**src/rtl/cpu_types_pkg.sv**
```systemverilog
`default_nettype none
// +----------------------------------------------------------------------------+
// | cpu_types_pkg                                                              |
// | Shared CPU types: instruction-cache frame layout, geometry and FSM states. |
// | Revision: 1.0                                                              |
// +----------------------------------------------------------------------------+
package cpu_types_pkg;

    localparam int ICACHE_SETS  = 16;
    localparam int ICACHE_IDX_W = $clog2(ICACHE_SETS);
    localparam int ICACHE_TAG_W = 32 - ICACHE_IDX_W - 2;

    typedef struct packed {
        logic                    valid;
        logic [ICACHE_TAG_W-1:0] tag;
        logic [31:0]             data;
    } icache_frame_t;

    typedef enum logic [0:0] {
        IDLE = 1'b0,
        MISS = 1'b1
    } icache_state_t;

endpackage
`default_nettype wire

```
**src/rtl/icache_responder_frame_array.sv**
```systemverilog
`default_nettype none
// +----------------------------------------------------------------------------+
// | icache_frame_array                                                         |
// | Direct-mapped frame store: async read by index, sync single write port.    |
// | Revision: 1.0                                                              |
// +----------------------------------------------------------------------------+
module icache_frame_array #(
    parameter int SETS  = 16,
    parameter int IDX_W = $clog2(SETS),
    parameter int TAG_W = 32 - IDX_W - 2
) (
    input  logic             CLK,
    input  logic             RST,
    input  logic [IDX_W-1:0] rd_idx,
    output logic             rd_valid,
    output logic [TAG_W-1:0] rd_tag,
    output logic [31:0]      rd_data,
    input  logic             wr_en,
    input  logic [IDX_W-1:0] wr_idx,
    input  logic [TAG_W-1:0] wr_tag,
    input  logic [31:0]      wr_data
);

    logic [SETS-1:0]  r_valid;
    logic [TAG_W-1:0] r_tag  [SETS];
    logic [31:0]      r_data [SETS];

    // Only the valid bits need reset; stale tag/data is harmless once invalid.
    always_ff @(posedge CLK or posedge RST) begin
        if (RST) begin
            r_valid <= '0;
        end else if (wr_en) begin
            r_valid[wr_idx] <= 1'b1;
        end
    end

    always_ff @(posedge CLK) begin
        if (wr_en) begin
            r_tag[wr_idx]  <= wr_tag;
            r_data[wr_idx] <= wr_data;
        end
    end

    assign rd_valid = r_valid[rd_idx];
    assign rd_tag   = r_tag[rd_idx];
    assign rd_data  = r_data[rd_idx];

endmodule
`default_nettype wire

```
**src/rtl/icache_responder.sv**
```systemverilog
`default_nettype none
// +----------------------------------------------------------------------------+
// | icache_responder                                                           |
// | Direct-mapped one-word-per-frame I-cache; optional ICACHE_STATS_EN counters|
// | Revision: 1.0                                                              |
// +----------------------------------------------------------------------------+
module icache_responder
    import cpu_types_pkg::*;
#(
    parameter int SETS  = 16,
    parameter int IDX_W = $clog2(SETS)
) (
    input  logic        CLK,
    input  logic        RST,
    input  logic        imemREN,
    input  logic [31:0] imemaddr,
    output logic        ihit,
    output logic [31:0] imemload,
    output logic        iREN,
    output logic [31:0] iaddr,
`ifdef ICACHE_STATS_EN
    output logic [31:0] hit_count,
    output logic [31:0] miss_count,
`endif
    input  logic        iwait,
    input  logic [31:0] iload
);

    localparam int c_tag_w = 32 - IDX_W - 2;

    icache_state_t      r_state;
    icache_state_t      w_next_state;
    logic [29:0]        r_miss_addr;
    logic               w_rd_valid;
    logic [c_tag_w-1:0] w_rd_tag;
    logic [31:0]        w_rd_data;
    logic               w_hit;
    logic               w_miss_start;
    logic               w_fill;
    logic               w_unused_addr;

    assign w_unused_addr = &{1'b0, imemaddr[1:0]};

    icache_frame_array #(
        .SETS  (SETS),
        .IDX_W (IDX_W),
        .TAG_W (c_tag_w)
    ) u_frames (
        .CLK      (CLK),
        .RST      (RST),
        .rd_idx   (imemaddr[IDX_W+1:2]),
        .rd_valid (w_rd_valid),
        .rd_tag   (w_rd_tag),
        .rd_data  (w_rd_data),
        .wr_en    (w_fill),
        .wr_idx   (r_miss_addr[IDX_W-1:0]),
        .wr_tag   (r_miss_addr[29:IDX_W]),
        .wr_data  (iload)
    );

    // Lookups only happen in IDLE, so a fill never races a hit compare.
    assign w_hit        = (r_state == IDLE) && imemREN && w_rd_valid
                          && (w_rd_tag == imemaddr[31:IDX_W+2]);
    assign w_miss_start = (r_state == IDLE) && imemREN && !w_hit;
    assign w_fill       = (r_state == MISS) && !iwait;

    always_ff @(posedge CLK or posedge RST) begin
        if (RST) begin
            r_state <= IDLE;
        end else begin
            r_state <= w_next_state;
        end
    end

    always_comb begin
        w_next_state = r_state;
        case (r_state)
            IDLE:    if (w_miss_start) w_next_state = MISS;
            MISS:    if (!iwait)       w_next_state = IDLE;
            default: w_next_state = IDLE;
        endcase
    end

    always_ff @(posedge CLK or posedge RST) begin
        if (RST) begin
            r_miss_addr <= '0;
        end else if (w_miss_start) begin
            r_miss_addr <= imemaddr[31:2];
        end
    end

    assign ihit     = w_hit;
    assign imemload = w_hit ? w_rd_data : 32'd0;
    assign iREN     = (r_state == MISS);
    assign iaddr    = (r_state == MISS) ? {r_miss_addr, 2'b00} : 32'd0;

`ifdef ICACHE_STATS_EN
    logic [31:0] r_hit_count;
    logic [31:0] r_miss_count;

    always_ff @(posedge CLK or posedge RST) begin
        if (RST) begin
            r_hit_count  <= '0;
            r_miss_count <= '0;
        end else begin
            if (w_hit && (r_hit_count != 32'hFFFF_FFFF)) begin
                r_hit_count <= r_hit_count + 32'd1;
            end
            if (w_miss_start && (r_miss_count != 32'hFFFF_FFFF)) begin
                r_miss_count <= r_miss_count + 32'd1;
            end
        end
    end

    assign hit_count  = r_hit_count;
    assign miss_count = r_miss_count;
`endif

endmodule
`default_nettype wire

```
**config.mk**
```make
export PLATFORM = sky130hd
export DESIGN_NAME = icache_responder
export DESIGN_NICKNAME = d
export VERILOG_FILES = /design/src/rtl/cpu_types_pkg.sv /design/src/rtl/icache_responder_frame_array.sv /design/src/rtl/icache_responder.sv
export SDC_FILE = /design/constraint.sdc
export NUM_CORES = 1
export LEC_CHECK = 0
export ABC_CLOCK_PERIOD_IN_PS = 12300
export CORE_MARGIN = 5
export CORE_UTILIZATION = 63
export DETAILED_ROUTE_END_ITERATION = 10
export HOLD_SLACK_MARGIN = 0.15
export PLACE_DENSITY = 0.8
export SKIP_LAST_GASP = 1
export SLEW_MARGIN = 15
export SYNTH_ARGS = -nofsm -noshare
export SYNTH_HDL_FRONTEND = slang
export SYNTH_HIERARCHICAL = 1
export SYNTH_SLANG_ARGS = --single-unit
```
**constraint.sdc**
```tcl
create_clock -name CLK -period 12.3 [get_ports CLK]
set_input_delay 1.845 -clock CLK [delete_from_list [all_inputs] [get_ports CLK]]
set_output_delay 1.845 -clock CLK [all_outputs]
set_load 0.005 [all_outputs]
```
# After elaboration in Yosys (flattened, before gate mapping)

Memory sizes are Yosys's and may differ from the RTL's.
Index checks and enable logic that the tools add are counted.

Register bits: 47
Bits in writable memories: 928
Input bits: 68
Output and inout port bits: 66
Memories: 2

Magnitude comparators: 3
Eq/ne operators: 1
Multiplexer cells: 11
Bitwise operators: 2
Reductions and logical operators: 8

Memories:

| memory          | words | bits a word | read ports | clocked after Yosys merged registers in | wr ports | RTL line                           | source |
|---|---|---|---|---|---|---|---|
| u_frames.r_data | 16    | 32          | 1          | 0                                       | 1        | icache_responder_frame_array.sv:26 | `logic [31:0] r_data [SETS];` |
| u_frames.r_tag  | 16    | 26          | 1          | 0                                       | 1        | icache_responder_frame_array.sv:25 | `logic [TAG_W-1:0] r_tag [SETS];` |

Operators with widths:

| cell               | count |
|---|---|
| $mux 32            | 2 |
| $eq 26x26->1       | 1 |
| $or 16x16->16      | 1 |
| $lt 4x5->1 const B | 2 |
| $logic_and 1x1->1  | 6 |
| $mux 1             | 6 |
| $bmux 1 s4         | 1 |
| $demux 1 s4        | 1 |
| $ge 4x1->1 const B | 1 |
| $logic_not 1->1    | 2 |
| $pmux 1 s2         | 1 |
| $not 1->1          | 1 |

# Depth between registers and ports, before layout

Gate-level depths: netlist (run 1).

Depth in word-level cells: 8
Gate-level depth with buffers: 12
Depth with buffers taken out: 8

# By module

The synthesis (run 1) kept the hierarchy.

By module, submodules not included:

| module             | times used | cells each | area each (um2) | sequential area each (um2) |
|---|---|---|---|---|
| icache_frame_array | 1          | 1480       | 35300.1         | 28267.1 |
| icache_responder   | 1          | 181        | 1989.4          | 775.7 |

# Least setup slack after synthesis (run 1)

Ideal clock, no wire load.

Path type: input port to flip-flop
Start point: input port iwait
End point: register u_frames.r_valid[0]
Library setup time: 0.089 ns
Arrival: 6.988 ns
Required time: 12.211 ns
Setup slack: 5.222 ns
Stages: 4
Buffers on the path: 0
Cell sequence: nor2b_1 > or3b_2 > nor3_1 > or2_2

Word-level cells in the longest chain between the ends: 2

RTL lines:

| item                           | RTL line                           | source |
|---|---|---|
| start: declaration             | icache_responder.sv:25             | `input logic iwait,` |
| $logic_not 1->1                | -                                  |  |
| $logic_and 1x1->1              | icache_responder.sv:65             | `assign w_fill = (r_state == MISS) && !iwait;` |
| end signal: assignment         | icache_responder_frame_array.sv:31 | `r_valid <= '0;` |
| end signal: indexed assignment | icache_responder_frame_array.sv:33 | `r_valid[wr_idx] <= 1'b1;` |
| end: declaration               | icache_responder_frame_array.sv:24 | `logic [SETS-1:0] r_valid;` |

No other way between the ends.
A chain may end at the register's enable or synchronous reset.

# Worst setup path after layout (run 1)

Start point: input port imemaddr[3]
End point: output port imemload[19]

Elaborated cells between the ends (all ways): 8
Those cells by class: eq/ne: 1; mux: 3; reduce/logical: 2; memory: 2

RTL lines:

| item               | RTL line               | source |
|---|---|---|
| start: declaration | icache_responder.sv:16 | `input logic [31:0] imemaddr,` |
| $mem_v2 16x26      | -                      |  |
| via w_rd_tag[0]    | icache_responder.sv:35 | `logic [c_tag_w-1:0] w_rd_tag;` |
| $eq 26x26->1       | icache_responder.sv:63 | `&& (w_rd_tag == imemaddr[31:IDX_W+2]);` |
| $logic_and 1x1->1  | icache_responder.sv:63 |  |
| $mux 32            | icache_responder.sv:93 | `assign imemload = w_hit ? w_rd_data : 32'd0;` |
| end: declaration   | icache_responder.sv:18 | `output logic [31:0] imemload,` |

The timed path passes the listed nets, and every way through them passes these cells. The select of a mux whose other input is x is not followed.

==> results.cfg, run 1 <==
[sta]
slew_headroom_pct = 22.7
min_period_over_period_pct = 74.4
max_freq_mhz = 109
period_needed_ns = 9.15
rsz0062_at_grt = no
finalSetupTns_ns = 0
finalHoldViolCount = 0
fin_skew_ns = 0.0335
slew_violations = 0
worstMarginPinSlew_ns = 1.16
setup_violations = 0

[grt]
grt_first_pass_wirelength_um = 129000
antenna_found_initial = 1
grt_pass1_vias = 19448
grt_max_degree = 108
grt_overflow_total = 0
track_usage_pct = 27.8

[critical_path]
r2r_end = u_frames/r_data[4][13]
setup.worst_path.class = in -> out
crit_top_cell = buf_4
reg2reg_slack_ns = 8.50
crit_buf_inv = 4
crit_fanout = 107
rr_worst_depth = 5
path_cells = buf_8 -> buf_4 -> mux4_2 -> a22oi_1 -> nand2_1 -> xor2_1 -> nor4_1 -> nand3_1 -> nor4_4 -> buf_4 -> and2_2 -> clkdlybuf4s50_1
worstSetupEndpointType = output port
slowest_stage = nor4_4
cp_top_family = buffers and inverters
crit_required_ns = 10.45
critPathLaunchType = input port
crit_arrival_ns = 7.30
r2r_start = iREN
slowest_delay_ns = 0.98

[route]
antenna_left = 0
detail_route.iter0.violations = 2428
drcViolationCount = 0
via_per_inst = 6.92
wl_per_cell_um = 32.8
firstDrtPassIters = 5
via_count = 18602
routed_wirelength_um = 88100

[pwr]
p_leak_uw = 0.0136
powerDensity_nw_per_um2 = 167
vdd_drop_max_mv = 0.129

[cells_and_area]
regArea_um2 = 29000
final_area_um2 = 42400
multi_input_area_um2 = 7950
fin_nets = 1907
area_growth_pct = 13.7
drive_gt1_share_pct = 26.0
nFillCells = 3198

[logic_synthesis]
synth_top_cell_by_area = edfxtp_1
yosysMostFrequentCell = edfxtp_1
synth_area_leaders = edfxtp_1 75%, mux4_2 14%, dfrtp_1 3.2%
synth_compound_area_share_pct = 2.43
avgSynthCellArea_um2 = 22.5
ys_types = 35
synth_top_family_by_area = multiplexers
yosysWarnings = 6
syn_area_um2 = 37300
ys_top_cells_by_count = 928 x edfxtp_1, 236 x mux4_2, 118 x a22oi_1, 61 x nand2_1, 47 x dfrtp_1
yosys.area_share.simple_pct = 2.67
synth-edff-count = 928
seq_area_frac_synth_pct = 77.9
async_flop_share_pct = 4.82
synth-main-ff-cell = edfxtp_1
synth_xor_area_share_pct = 0.611
ys_ff_latch = 975
synth_top_area_share_pct = 74.7
muxShareOfSynthArea_pct = 15.2
synthAdderAreaFrac_pct = 0
syn_inst = 1661

[floorplanning]
die_w_um = 253
io_pins = 134
core_area_um2 = 58800
start_util_pct = 63.4
die_h_um = 253
dieArea_um2 = 64200
placement_rows = 89

[clock_tree]
root_buffer = clkbuf_16
ctsHoldBuffers = 0
cts_buffer_depth = 3
post_cts_buffers = 0
cts_tree = done
clk_latency_ns = 0.64
cts_made_buffers = 91
cts_resized = 0
cts_sinks = 975
clk_pin_slew_ns = 0.06
htree_levels = 3

[placed_design]
gp_congestion = 0.734
port_buffers = 129
placed_cell_area_um2 = 39600
dpl.hpwl_um = 43800

[outcome]
status = finished, final reports clean

[worst_hold_path]
min_path_type = reg -> reg
hold_path_startpoint = u_frames/r_valid[8]
hold_path_end = u_frames/r_valid[8]
min_path_cells = 1

[flow_run]
max_cap_viol_count = 0
layout by cell type (no fill, tap or decap), types with 16 or more instances in the layout:
cell               n
clkdlybuf4s50_1  127
clkbuf_1          24
mux2_2            27
mux4_2           236
edfxtp_1         928
xor2_1            19
dfrtp_1           47
clkinv_1          17
and2_2            23
a22oi_1          118
and2_1            40
or2_2             16
buf_4             41
clkinv_2          21
clkbuf_16         93
nand2_1           61
stage by stage:
stage                     hold slack, ns  setup slack, ns  instances  util [%]  power, uW
after floorplan                    0.434             5.22       1662         -       4280
after global placement             0.446             3.13       2517      67.4       4490
after detailed placement           0.451             3.11       2518      67.4       4530
after CTS                          0.474             3.07       2683      72.1       7110
after global routing               0.479             2.78       2685      72.1       7310
final                              0.478             3.15       2687      72.1       7090
per-layer routing:
layer  vias to the layer above  track usage (%)  routed length (um)
met5                         -                0                   0
met2                      1338             45.4               44300
met1                      9778             38.3               31600
li1                       7317                -                   -
met3                       169             6.21                9580
met4                         0             9.25                2660
state kept, by name, summed over array words and instances, names as in the netlist:
signal and count:
u_frames/r_data 512, iREN 1, u_frames/r_tag 416, u_frames/r_valid 16, r_miss_addr 30
power breakdown:
part           internal (uW)  total [uW]  switching (uW)
clock                   1450        2610            1160
combinational            224         501             277
sequential              3840        3980             134
worst max-delay path by stage:
stage	to	cells after the start	slack, ns	startpoint
after floorplan	u_frames/r_valid[0]	4	5.22	iwait
after global placement	imemload[7]	12	3.13	imemaddr[2]
after detailed placement	imemload[14]	11	3.11	imemaddr[2]
after CTS	imemload[19]	11	3.07	imemaddr[2]
after global routing	imemload[19]	12	2.78	imemaddr[2]
final	imemload[19]	12	3.15	imemaddr[3]
logic make-up (layout without fill, tap and decap cells):
| group | after synthesis | after routing |
|---|---|---|
| AND/OR/NAND/NOR | 181 | 181 |
| XOR/XNOR | 26 | 26 |
| buffers and inverters | 92 | 341 |
| flip-flops | 975 | 975 |
| other | 1 | 5 |
| multiplexers | 266 | 266 |
| AO/OA/AOI/OAI | 120 | 120 |
area by class of cell:
cell class,instances,area share [%]
antenna,3,0.0177
clock buffer,121,5.83
clock inverter,44,0.620
timing repair buffer,174,4.00
inverter,2,0.0177
tap,773,2.28
multi-input combinational,595,18.8
sequential,975,68.5
(Power assumes the default switching activity.)
==> run 2, diff against run 1 <==
- ABC_CLOCK_PERIOD_IN_PS: 12300 -> 8800
- CORE_UTILIZATION: 63 -> 61
- PLACE_DENSITY: 0.8 -> 0.78
- clock period: 12.3 -> 8.8 ns (I/O delays scaled with it)
==> results.cfg, run 2 (same netlist as run 1, synthesis figures left out) <==
[grt]
antenna_found_initial = 4
grt_pass1_vias = 19254
grt_overflow_total = 0
track_usage_pct = 26.2
grt_first_pass_wirelength_um = 127000
grt_max_degree = 92

[pwr]
p_leak_uw = 0.0137
switching_share_pct = 21.9
p_clk_share_pct = 39.1
p_sw_uw = 2240
vdd_drop_max_mv = 0.182
p_seq_share_pct = 54.1
internal-power_uw = 8010
powerDensity_nw_per_um2 = 240
p_comb_share_pct = 6.8

[sta]
worstMarginPinSlew_ns = 1.28
setup_violations = 0
rsz0062_at_grt = no
finalSetupTns_ns = 0
max_freq_mhz = 137
finalHoldViolCount = 0
min_period_over_period_pct = 82.8
slew_violations = 0
slew_headroom_pct = 14.3
period_needed_ns = 7.28
fin_skew_ns = 0.0272

[cells_and_area]
reg_top3 = u_frames/r_data: 512 flops, u_frames/r_tag: 416 flops, r_miss_addr: 30 flops
final_cell_mix = 928 x edfxtp_1, 236 x mux4_2, 127 x clkdlybuf4s50_1, 118 x a22oi_1, 94 x clkbuf_16
drive_gt1_share_pct = 27.0
area_growth_pct = 14.7
top_register = u_frames/r_data
final_util_pct = 70.7
layout_commonest_cell = edfxtp_1
nFillCells = 3379
largest_reg_flops = 512
multi_input_area_um2 = 7930
fin_nets = 1915
regArea_um2 = 29000

[worst_hold_path]
min_path_type = reg -> reg

[floorplanning]
die_h_um = 257
dieArea_um2 = 66200
placement_rows = 90
core_area_um2 = 60500
die_w_um = 257
start_util_pct = 61.7
io_pins = 134

[clock_tree]
cts_resized = 0
root_buffer = clkbuf_16
cts_buffer_depth = 3
post_cts_buffers = 0
cts_sinks = 975
cts_made_buffers = 92
clk_latency_ns = 0.65
clk_pin_slew_ns = 0.06
htree_levels = 3
ctsHoldBuffers = 0
cts_tree = done

[route]
drcViolationCount = 0
detail_route.iter0.violations = 2456
via_count = 18311
routed_wirelength_um = 86600
antenna_left = 0
wl_per_cell_um = 31.9
firstDrtPassIters = 5
via_per_inst = 6.75

[critical_path]
worstSetupEndpointType = output port
crit_top_cell = clkdlybuf4s50_1
critPathLaunchType = input port
setup.worst_path.class = in -> out
crit_required_ns = 7.48
slowest_stage = nor2b_4
crit_fanout = 33
path_cells = clkdlybuf4s50_1 -> nor2b_4 -> a22oi_1 -> nand2_1 -> xor2_1 -> nor4_1 -> nand3_1 -> nor4_4 -> buf_4 -> and2_2 -> clkdlybuf4s50_1
crit_arrival_ns = 5.96
slowest_delay_ns = 0.93

[flow_run]
max_cap_viol_count = 0

[placed_design]
dpl.hpwl_um = 44100
gp_congestion = 0.735
port_buffers = 129

[outcome]
status = finished, final reports clean
run 2: changes by cell type in the layout (fill, tap and decap cells not counted), moves of 2 or more:
cell | previous run | this run
nor3_2 | 1 | 4
clkbuf_1 | 24 | 16
inv_6 | 2 | 4
bufinv_16 | 2 | 11
buf_4 | 41 | 49
nor3_4 | 3 | 0
clkinvlp_4 | 1 | 5
run 2: per-stage QoR:
step | cells | hold slack, ns | cell area (um^2) | worst slack [ns] | power, uW
final | 2712 | 0.468 | 42800 | 1.52 | 10300
after global routing | 2711 | 0.474 | 42800 | 1.24 | 10600
after CTS | 2707 | 0.467 | 42700 | 1.49 | 10300
after detailed placement | 2533 | 0.452 | 39700 | 1.52 | 6330
after global placement | 2533 | 0.446 | 39700 | 1.63 | 6280
after floorplan | 1662 | 0.434 | 37300 | 2.25 | 5980
run 2: path summary, 6_finish.rpt:
kind | startpoint | end | slack (ns) | cells after the start
max | imemaddr[5] | imemload[17] | 1.52 | 11
min | u_frames/r_valid[11] | u_frames/r_valid[11] | 0.47 | 1
max reg2reg | u_frames/r_tag[11][5] | r_miss_addr[1] | 5.01 | 9
min reg2reg | u_frames/r_valid[11] | u_frames/r_valid[11] | 0.47 | 1
max in group asynchronous | RST | r_miss_addr[23] | 7.05 | 3
min in group asynchronous | RST | u_frames/r_valid[2] | 1.22 | 2
run 2: final cells by class:
| cell class | instances | share of cell area [%] |
|---|---|---|
| Clock buffer | 114 | 5.77 |
| Clock inverter | 60 | 1.40 |
| Tap cell | 782 | 2.29 |
| Multi-Input combinational cell | 595 | 18.5 |
| Inverter | 2 | 0.0176 |
| Timing Repair Buffer | 181 | 4.06 |
| Sequential cell | 975 | 67.9 |
| Antenna cell | 3 | 0.0176 |
run 2: metal layers:
metal	vias to the layer above	global-route usage [%]	part of all wire, %
li1	7341	-	-
met5	-	0	0.015
met1	9712	36.2	37
met3	133	4.75	9.1
met2	1123	44.1	52
met4	2	7.90	2.3
run 2: power groups by stage:
stage | clock network, uW | registers, uW | logic, uW
floorplan | 0 | 5570 | 406
global placement | 0 | 5610 | 668
detailed placement | 0 | 5640 | 687
CTS | 4060 | 5540 | 695
global route | 4260 | 5570 | 734
finish | 4010 | 5550 | 694
run 2: worst max-delay path: cells and delay by family:
| family | cells | cell delay, ns |
|---|---|---|
| compound gates | 1 | 0.26 |
| xor+xnor | 1 | 0.08 |
| buf+inv | 3 | 1.60 |
| simple gates | 6 | 2.65 |
==> run 3, diff against run 2 <==
- ABC_CLOCK_PERIOD_IN_PS: 8800 -> 6400
- CORE_UTILIZATION: 61 -> 55
- PLACE_DENSITY: 0.78 -> 0.74
- clock period: 8.8 -> 6.4 ns (I/O delays scaled with it)
==> results.cfg, run 3 (same netlist as run 1, synthesis figures left out) <==
[cells_and_area]
layout_commonest_cell = edfxtp_1
area_growth_pct = 15.7
multi_input_area_um2 = 7930
drive_gt1_share_pct = 27.5
final_cell_mix = 928 x edfxtp_1, 236 x mux4_2, 127 x clkdlybuf4s50_1, 118 x a22oi_1, 94 x clkbuf_16
fin_nets = 1927
nFillCells = 4191
largest_reg_flops = 512
top_register = u_frames/r_data
reg_top3 = u_frames/r_data: 512 flops, u_frames/r_tag: 416 flops, r_miss_addr: 30 flops
regArea_um2 = 29000
final_util_pct = 64.3

[clock_tree]
clk_latency_ns = 0.65
cts_tree = done
post_cts_buffers = 0
root_buffer = clkbuf_16
htree_levels = 3
cts_sinks = 975
cts_resized = 0
ctsHoldBuffers = 0
cts_buffer_depth = 3
clk_pin_slew_ns = 0.06
cts_made_buffers = 91

[grt]
grtUsageMet2_pct = 38.1
antenna_found_initial = 3
grt_overflow_total = 0
use_met1_pct = 30.6
track_usage_pct = 22.7
grt_pass1_vias = 18765
grt_first_pass_wirelength_um = 123000
grt_busiest_layer = met2
met3_usage_pct = 4.16
grt_max_degree = 60

[floorplanning]
die_h_um = 270
die_w_um = 270
io_pins = 134
core_area_um2 = 67200
start_util_pct = 55.5
placement_rows = 95
dieArea_um2 = 73100

[route]
drcViolationCount = 0
antenna_left = 0
wl_per_cell_um = 29.3
detail_route.iter0.violations = 1935
via_count = 17891
firstDrtPassIters = 7
routed_wirelength_um = 82400
via_per_inst = 6.36

[sta]
setup_violations = 0
whs_ns = 0.464
rsz0062_at_grt = no
period_needed_ns = 6.12
finalSetupTns_ns = 0
setup_ws_ns = 0.281
slew_headroom_pct = 16.4
worstMarginPinSlew_ns = 1.25
fin_skew_ns = 0.0251
finalHoldViolCount = 0
slew_violations = 0
min_period_over_period_pct = 95.6
max_freq_mhz = 163

[placed_design]
port_buffers = 129
gp_congestion = 0.731
dp_slack_ns = 0.343
dpl.hpwl_um = 43800

[pwr]
powerDensity_nw_per_um2 = 330
p_leak_uw = 0.0139
power.total_uw = 14200
vdd_drop_max_mv = 0.270

[critical_path]
worstSetupEndpointType = output port
crit_arrival_ns = 5.16
crit_fanout = 33
crit_required_ns = 5.44
setup.worst_path.class = in -> out
critPathLaunchType = input port

[outcome]
status = finished, final reports clean

[worst_hold_path]
min_path_type = reg -> reg

[flow_run]
max_cap_viol_count = 0
run 3: cell count changes in the layout (fill, tap and decap cells not counted), sizes merged:
cell,delta
inv,-2
buf,+13
clkinv,-5
clkbuf,-1
bufinv,+5
clkinvlp,-2
run 3: layer usage:
layer | wire, um | vias to the layer above
li1 | - | 7362
met3 | 6580 | 157
met4 | 2460 | 0
met5 | 0 | -
met2 | 42600 | 923
met1 | 30700 | 9449
run 3: report_power, final:
part | internal [uW] | switching (uW)
Combinational | 439 | 503
Sequential | 7380 | 248
Clock | 3380 | 2280
Total | 11200 | 3030
run 3: cell type report:
cell class / count / share of cell area, %
antenna: 3 / 0.0174
clock buffer: 113 / 5.71
clock inverter: 56 / 1.64
inverter: 2 / 0.0174
multi-input combinational: 595 / 18.4
sequential: 975 / 67.3
tap: 873 / 2.53
timing repair buffer: 194 / 4.41
run 3: worst max-delay path, cell delays in order:
cell and delay, ns:
clkdlybuf4s50_1 0.66, nor2b_4 0.54, a22oi_1 0.18, nand2_1 0.14, nand3b_1 0.18, nor4_1 0.69, nand3_1 0.36, nor4_4 0.47
buf_12 0.26, and2_2 0.18, clkdlybuf4s50_1 0.50
run 3: worst paths after layout:
path / start / end / slack [ns] / depth (start not counted)
max reg2reg: u_frames/r_tag[2][2] / r_miss_addr[7] / 2.76 / 9
min in group asynchronous: RST / u_frames/r_valid[6] / 0.88 / 2
min reg2reg: u_frames/r_valid[4] / u_frames/r_valid[4] / 0.46 / 1
max in group asynchronous: RST / r_miss_addr[10] / 5.06 / 3
max: imemaddr[5] / imemload[10] / 0.28 / 11
min: u_frames/r_valid[4] / u_frames/r_valid[4] / 0.46 / 1
run 3: metrics by stage:
| stage | std cells | instance area [um^2] |
|---|---|---|
| 2_1_floorplan | 1662 | 37300 |
| 3_3_place_gp | 2639 | 40000 |
| 3_5_place_dp | 2639 | 40000 |
| 4_1_cts | 2808 | 43200 |
| 5_1_grt | 2810 | 43200 |
| 6_report | 2811 | 43200 |
